--- src/rtl/mem_port_arbiter.sv ---
// mem_port_arbiter
// ----------------
// Shares one RAM controller port between instruction fetch and the
// load/store unit. Each port's request is latched into its own pending
// register. The arbiter grants one request at a time. It issues a one-cycle
// ram_read/ram_write strobe and routes the RAM response back to the port
// that owns the transaction. grant_data replaces the old address-bus mux
// control.
//
// Optional build macro:
//   MEM_ARB_RR_EN - when defined, a tie between both pending ports is
//                   resolved round-robin: the port not granted last wins.
//                   When undefined, the data port always beats fetch.
//
// Ports:
//   clk, rst             clock (posedge), synchronous active-high reset
//   f_req/f_addr         fetch request pulse and address
//   f_abort              cancel outstanding fetch (PC changed)
//   f_ready/f_data       fetch completion pulse and fetched word (held)
//   f_busy               fetch pending or in flight
//   d_req/d_we/d_addr    data request pulse, write enable, address
//   d_wdata              data write value
//   d_ready/d_rdata      data completion pulse and read value (held)
//   d_busy               data pending or in flight
//   ram_read/ram_write   one-cycle strobes to the RAM controller
//   ram_addr/ram_wdata   address / write data, held for the transaction
//   ram_rdata/ram_ready  RAM response word and completion pulse
//   ram_busy             RAM cannot accept a strobe this cycle
//   grant_data           1 while the data port owns the RAM
module mem_port_arbiter #(
  parameter int ADDR_W  = 16,
  parameter int DATA_W  = 32,
  parameter int WDATA_W = 16
) (
  input  logic               clk,
  input  logic               rst,
  input  logic               f_req,
  input  logic [ADDR_W-1:0]  f_addr,
  input  logic               f_abort,
  output logic               f_ready,
  output logic [DATA_W-1:0]  f_data,
  output logic               f_busy,
  input  logic               d_req,
  input  logic               d_we,
  input  logic [ADDR_W-1:0]  d_addr,
  input  logic [WDATA_W-1:0] d_wdata,
  output logic               d_ready,
  output logic [WDATA_W-1:0] d_rdata,
  output logic               d_busy,
  output logic               ram_read,
  output logic               ram_write,
  output logic [ADDR_W-1:0]  ram_addr,
  output logic [WDATA_W-1:0] ram_wdata,
  input  logic [DATA_W-1:0]  ram_rdata,
  input  logic               ram_ready,
  input  logic               ram_busy,
  output logic               grant_data
);

  typedef enum logic [1:0] {IDLE, ISSUE, WAIT} state_t;

  state_t state, state_next;

  logic               f_pend;
  logic [ADDR_W-1:0]  f_pend_addr;
  logic               d_pend;
  logic               d_pend_we;
  logic [ADDR_W-1:0]  d_pend_addr;
  logic [WDATA_W-1:0] d_pend_wdata;

  logic cur_we;
  logic abort_flag;
  logic in_flight;
  logic f_elig;
  logic data_prio;
  logic pick_data;
  logic grant_now;
  logic issue_ok;

`ifdef MEM_ARB_RR_EN
  logic last_grant_data;
`endif

  // A port is busy while its request waits in the pending register or
  // while it owns the transaction currently in ISSUE/WAIT.
  assign in_flight = (state != IDLE);
  assign f_busy    = f_pend | (in_flight & ~grant_data);
  assign d_busy    = d_pend | (in_flight &  grant_data);

  // State register.
  always_ff @(posedge clk) begin
    if (rst) state <= IDLE;
    else     state <= state_next;
  end

  // Next-state logic, arbitration and strobes. A fetch being aborted in
  // this very cycle is not eligible for a grant. The strobe lasts exactly
  // the single ISSUE cycle. If ram_busy is seen high in ISSUE, the strobe
  // was rejected, so the FSM falls back to IDLE and retries.
  always_comb begin
    state_next = state;
    ram_read   = 1'b0;
    ram_write  = 1'b0;
    grant_now  = 1'b0;
    issue_ok   = 1'b0;
    f_elig     = f_pend & ~f_abort;
`ifdef MEM_ARB_RR_EN
    data_prio  = ~last_grant_data;
`else
    data_prio  = 1'b1;
`endif
    pick_data  = d_pend & (~f_elig | data_prio);
    case (state)
      IDLE: begin
        if (!ram_busy && (d_pend || f_elig)) begin
          grant_now  = 1'b1;
          state_next = ISSUE;
        end
      end
      ISSUE: begin
        ram_read  = ~cur_we;
        ram_write =  cur_we;
        if (ram_busy) begin
          state_next = IDLE;
        end else begin
          issue_ok   = 1'b1;
          state_next = WAIT;
        end
      end
      WAIT: begin
        if (ram_ready) state_next = IDLE;
      end
      default: state_next = IDLE;
    endcase
  end

  // Request capture. A pending entry stays set through ISSUE. It is
  // cleared only once the strobe has been accepted, so a rejected strobe
  // retries automatically. f_abort drops the old fetch. A simultaneous
  // f_req is then captured as the new request.
  always_ff @(posedge clk) begin
    if (rst) begin
      f_pend       <= 1'b0;
      f_pend_addr  <= '0;
      d_pend       <= 1'b0;
      d_pend_we    <= 1'b0;
      d_pend_addr  <= '0;
      d_pend_wdata <= '0;
    end else begin
      if (f_abort || (issue_ok && !grant_data)) f_pend <= 1'b0;
      if (f_req && (!f_busy || f_abort)) begin
        f_pend      <= 1'b1;
        f_pend_addr <= f_addr;
      end
      if (issue_ok && grant_data) d_pend <= 1'b0;
      if (d_req && !d_busy) begin
        d_pend       <= 1'b1;
        d_pend_we    <= d_we;
        d_pend_addr  <= d_addr;
        d_pend_wdata <= d_wdata;
      end
    end
  end

  // Grant datapath, abort tracking and response routing. Ownership is
  // dropped when the FSM returns to IDLE. The address is left as it was.
  // A response to an aborted fetch is consumed without f_ready and
  // without touching f_data.
  always_ff @(posedge clk) begin
    if (rst) begin
      grant_data <= 1'b0;
      cur_we     <= 1'b0;
      ram_addr   <= '0;
      ram_wdata  <= '0;
      abort_flag <= 1'b0;
      f_ready    <= 1'b0;
      d_ready    <= 1'b0;
      f_data     <= '0;
      d_rdata    <= '0;
    end else begin
      f_ready <= 1'b0;
      d_ready <= 1'b0;
      if (grant_now) begin
        grant_data <= pick_data;
        cur_we     <= pick_data & d_pend_we;
        ram_addr   <= pick_data ? d_pend_addr : f_pend_addr;
        ram_wdata  <= pick_data ? d_pend_wdata : '0;
      end else if (state_next == IDLE) begin
        grant_data <= 1'b0;
      end
      if (state_next == IDLE)
        abort_flag <= 1'b0;
      else if (f_abort && in_flight && !grant_data)
        abort_flag <= 1'b1;
      if (state == WAIT && ram_ready) begin
        if (grant_data) begin
          d_ready <= 1'b1;
          if (!cur_we) d_rdata <= ram_rdata[WDATA_W-1:0];
        end else if (!(abort_flag || f_abort)) begin
          f_ready <= 1'b1;
          f_data  <= ram_rdata;
        end
      end
    end
  end

`ifdef MEM_ARB_RR_EN
  // Round-robin history: remembers which port owned the last ISSUE.
  always_ff @(posedge clk) begin
    if (rst)                 last_grant_data <= 1'b0;
    else if (state == ISSUE) last_grant_data <= grant_data;
  end
`endif

endmodule

--- config.mk ---
export PLATFORM = sky130hd
export DESIGN_NAME = mem_port_arbiter
export DESIGN_NICKNAME = d
export VERILOG_FILES = /design/src/rtl/mem_port_arbiter.sv
export SDC_FILE = /design/constraint.sdc
export NUM_CORES = 1
export LEC_CHECK = 0
export ABC_AREA = 1
export ABC_CLOCK_PERIOD_IN_PS = 1250
export BUFFER_PORTS_ARGS = -buffer_cell sky130_fd_sc_hd__clkbuf_2
export CAP_MARGIN = 10
export CORE_MARGIN = 5
export CORE_UTILIZATION = 45
export CTS_CLUSTER_SIZE = 40
export DETAILED_ROUTE_END_ITERATION = 7
export HOLD_SLACK_MARGIN = 0.05
export MAX_ROUTING_LAYER = met4
export PLACE_DENSITY_LB_ADDON = 0.2
export REMOVE_ABC_BUFFERS = 1
export SYNTH_ARGS = -nofsm -noshare
export SYNTH_HDL_FRONTEND = slang
export SYNTH_SLANG_ARGS = --single-unit
--- constraint.sdc ---
create_clock -name clk -period 1.25 [get_ports clk]
set_clock_uncertainty 0.05 [all_clocks]
set_input_delay 0.0625 -clock clk [delete_from_list [all_inputs] [get_ports clk]]
set_output_delay 0.0625 -clock clk [all_outputs]
set_load 0.005 [all_outputs]
==> impl_metrics.toml <==
[die]
die_x_um = 119
num_io_pins = 175
die_height_um = 119
rows = 39
core_area_um2 = 11600
start_util_pct = 46.3
dieArea_um2 = 14200

[worst_setup_path]
crit_slowest_cell = "dfxtp_4"
slowest_delay_ns = 0.37
cp_common_cell = "nand2_4"
crit_path_max_fanout = 8
worstPathCellList = "inv_4, nand2_4, nor2_4, nand2_4, buf_12, o21ai_0, nor2_1"
crit_path_start_kind = "register"
crit_arrival_ns = 1.65
crit_start = "state[1]"
required_ns = 1.50
end_kind = "register"
reg2reg_from = "state[1]"
critPathKind = "register to register"

[pwr]
power_mw = 11.5
leakagePower_nw = 4.09
p_per_area_nw_per_um2 = 1300
power.switching_mw = 2.86
sequentialPowerShare_pct = 40.7
clkPwrFrac_pct = 44.6
sw_frac_of_total_pct = 24.8
pwr-share-comb_pct = 14.7
irDropWorstVdd_mv = 0.951
intPower_mw = 8.67

[synth]
synth.area.top_cells = "dfxtp_1 52%, nor2_1 11%, nand2_1 8.5%, a21oi_1 6.4%, o21ai_0 5.8%"
ys.warnings.count = 0
synth.most_common_cell = "nor2_1"
synthFlopType = "dfxtp_1"
synth_area_um2 = 5360
synthCells = 712
synthDistinctLibCells = 25
synth-seq-cells = 138
yosysSeqAreaShare_pct = 51.6
synth-edff-count = 0
synth_commonest_cells = "150 x nor2_1, 138 x dfxtp_1, 122 x nand2_1"
synth_top_area_share_pct = 51.6
post-synth-top-area-cell = "dfxtp_1"
syn_avg_cell_area_um2 = 7.53
async_reset_ff_share_pct = 0

[timing]
worst_slack_ns = -0.145
hold_viol = 0
setup_tns_ns = -8.74
period_share_pct = 112
fin_crit_ns = 1.39
slew_headroom_pct = 71.0
whs_ns = 0.120
max_clock_freq_ghz = 0.717
rsz0062_at_grt = "true"
setup_viol = 137
slew_viol_final = 0
worstMarginPinSlew_ns = 0.435

[cts]
cts-root-buf = "clkbuf_16"
cts_buffer_depth = 2
tritoncts = "built"
cts_sinks = 138
clk_pin_slew_ns = 0.06
htree_levels = 4
clk_latency_ns = 0.41
cts_buffers = 17

[global_route]
antenna_found_initial = 0
grt_use_total_pct = 24.7
grt_pass1_wl_mm = 28.1
grt_overflow_total = 0
grt_pass1_vias = 5891
grt_max_degree = 46

[final_layout]
nFillCells = 806
nets = 1079
syn_to_final_growth_pct = 65.6
n_antenna_cell = 0
fin_area_um2 = 8880
final_cells = 1147
drive_gt1_share_pct = 36.9

[detailed_routing]
num_vias = 6016
wl_per_cell_um = 16.4
avgViaCountPerCell = 5.24
wirelength_mm = 18.8
drc = 0
drt_iter0_drc = 422
dr.pass1.iters = 5
ant_nets = 0

[placement]
io_buffers = 174
place_congestion = 0.788
place_area_um2 = 6500
place_hpwl_mm = 10.3
dp_cells = 1007

[run]
maxCapViolations = 0

[hold_path]
hold_class = "input pin to register"
min_from = "ram_busy"

[run_status]
violations = "negative setup slack"
run_status = "finished, violations left"
cells by family (layout without fill, tap and decap cells):
family / Yosys count / after routing / share of synthesized area [%]
AO/OA/AOI/OAI: 139 / 139 / 13.2
buffers and inverters: 83 / 375 / 7.38
flip-flops: 138 / 138 / 51.6
AND/OR/NAND/NOR: 352 / 352 / 27.9
flip-flops by register name, summed over array words and instances, names as in the netlist, 2 cells and up:
name          flops
f_data           32
state             2
ram_addr         16
d_pend_addr      16
d_pend_wdata     16
d_rdata          16
ram_wdata        16
f_pend_addr      16
area by class of cell:
type	instances	area (µm²)	area share (%)
flip-flops and latches	138	2780	31.3
repair buffers	314	2560	28.8
well taps	143	179	2.02
clock inverters	11	145	1.64
clock buffers	21	460	5.19
inverters	29	126	1.42
multi-input cells	491	2630	29.7
metrics by stage:
stage | util (%) | setup slack (ns)
after floorplan | - | -1.04
after global placement | 56.2 | -0.0441
after detailed placement | 56.2 | -0.0945
after CTS | 71.8 | -0.101
after global routing | 76.8 | -0.189
final | 76.8 | -0.145
layer usage:
metal / up-vias / share of wire, % / track usage, % / wire (µm)
li1: 2889 / - / - / -
met1: 2806 / 41 / 28.9 / 7690
met2: 277 / 50 / 41.5 / 9330
met3: 44 / 6.7 / 5.97 / 1260
met4: 0 / 2.7 / 8.25 / 505
met5: - / 0 / - / 0
power by group through the flow:
stage	Clock [mW]	Combinational (mW)	Sequential [mW]
after floorplan	0	0.464	4.77
after global placement	0	1.01	4.76
after detailed placement	0	1.03	4.77
after CTS	5.17	1.40	4.67
after global routing	5.37	1.83	4.71
final	5.14	1.70	4.69
worst max-delay path: cells and delay by family (launching register included):
kind	cells	cell delay (ns)
AOI/OAI and AO/OA	1	0.17
buffers and inverters	2	0.25
DFF	1	0.37
and+or+nand+nor	4	0.44
path summary, 6_finish.rpt:
check | endpoint | slack, ns | depth (start not counted)
setup / recovery | ram_addr[7] | -0.14 | 7
hold / removal | d_pend | 0.12 | 4
setup reg to reg | ram_addr[7] | -0.14 | 7
hold reg to reg | d_pend_addr[9] | 0.41 | 2
placed cells by master, fill, tap and decap left out, types with 19 or more instances in the layout:
cell type,n
clkbuf_2,173
o21ai_0,40
clkbuf_16,23
nand2_1,96
nor2_1,148
inv_1,21
dlygate4sd3_1,84
a21oi_2,24
nand4_1,33
a21oi_1,45
dfxtp_1,134
nand3_2,19
repair_timing:
item	4_1_cts	5_1_grt
gates resized for setup	55	117
setup endpoints to repair	122	138
pin swaps	6	7
endpoints found under the hold margin	103	0
buffers inserted	10	2
hold buffers	84	0
gates cloned	5	7
No activity file was read; power rests on OpenSTA's default activity.
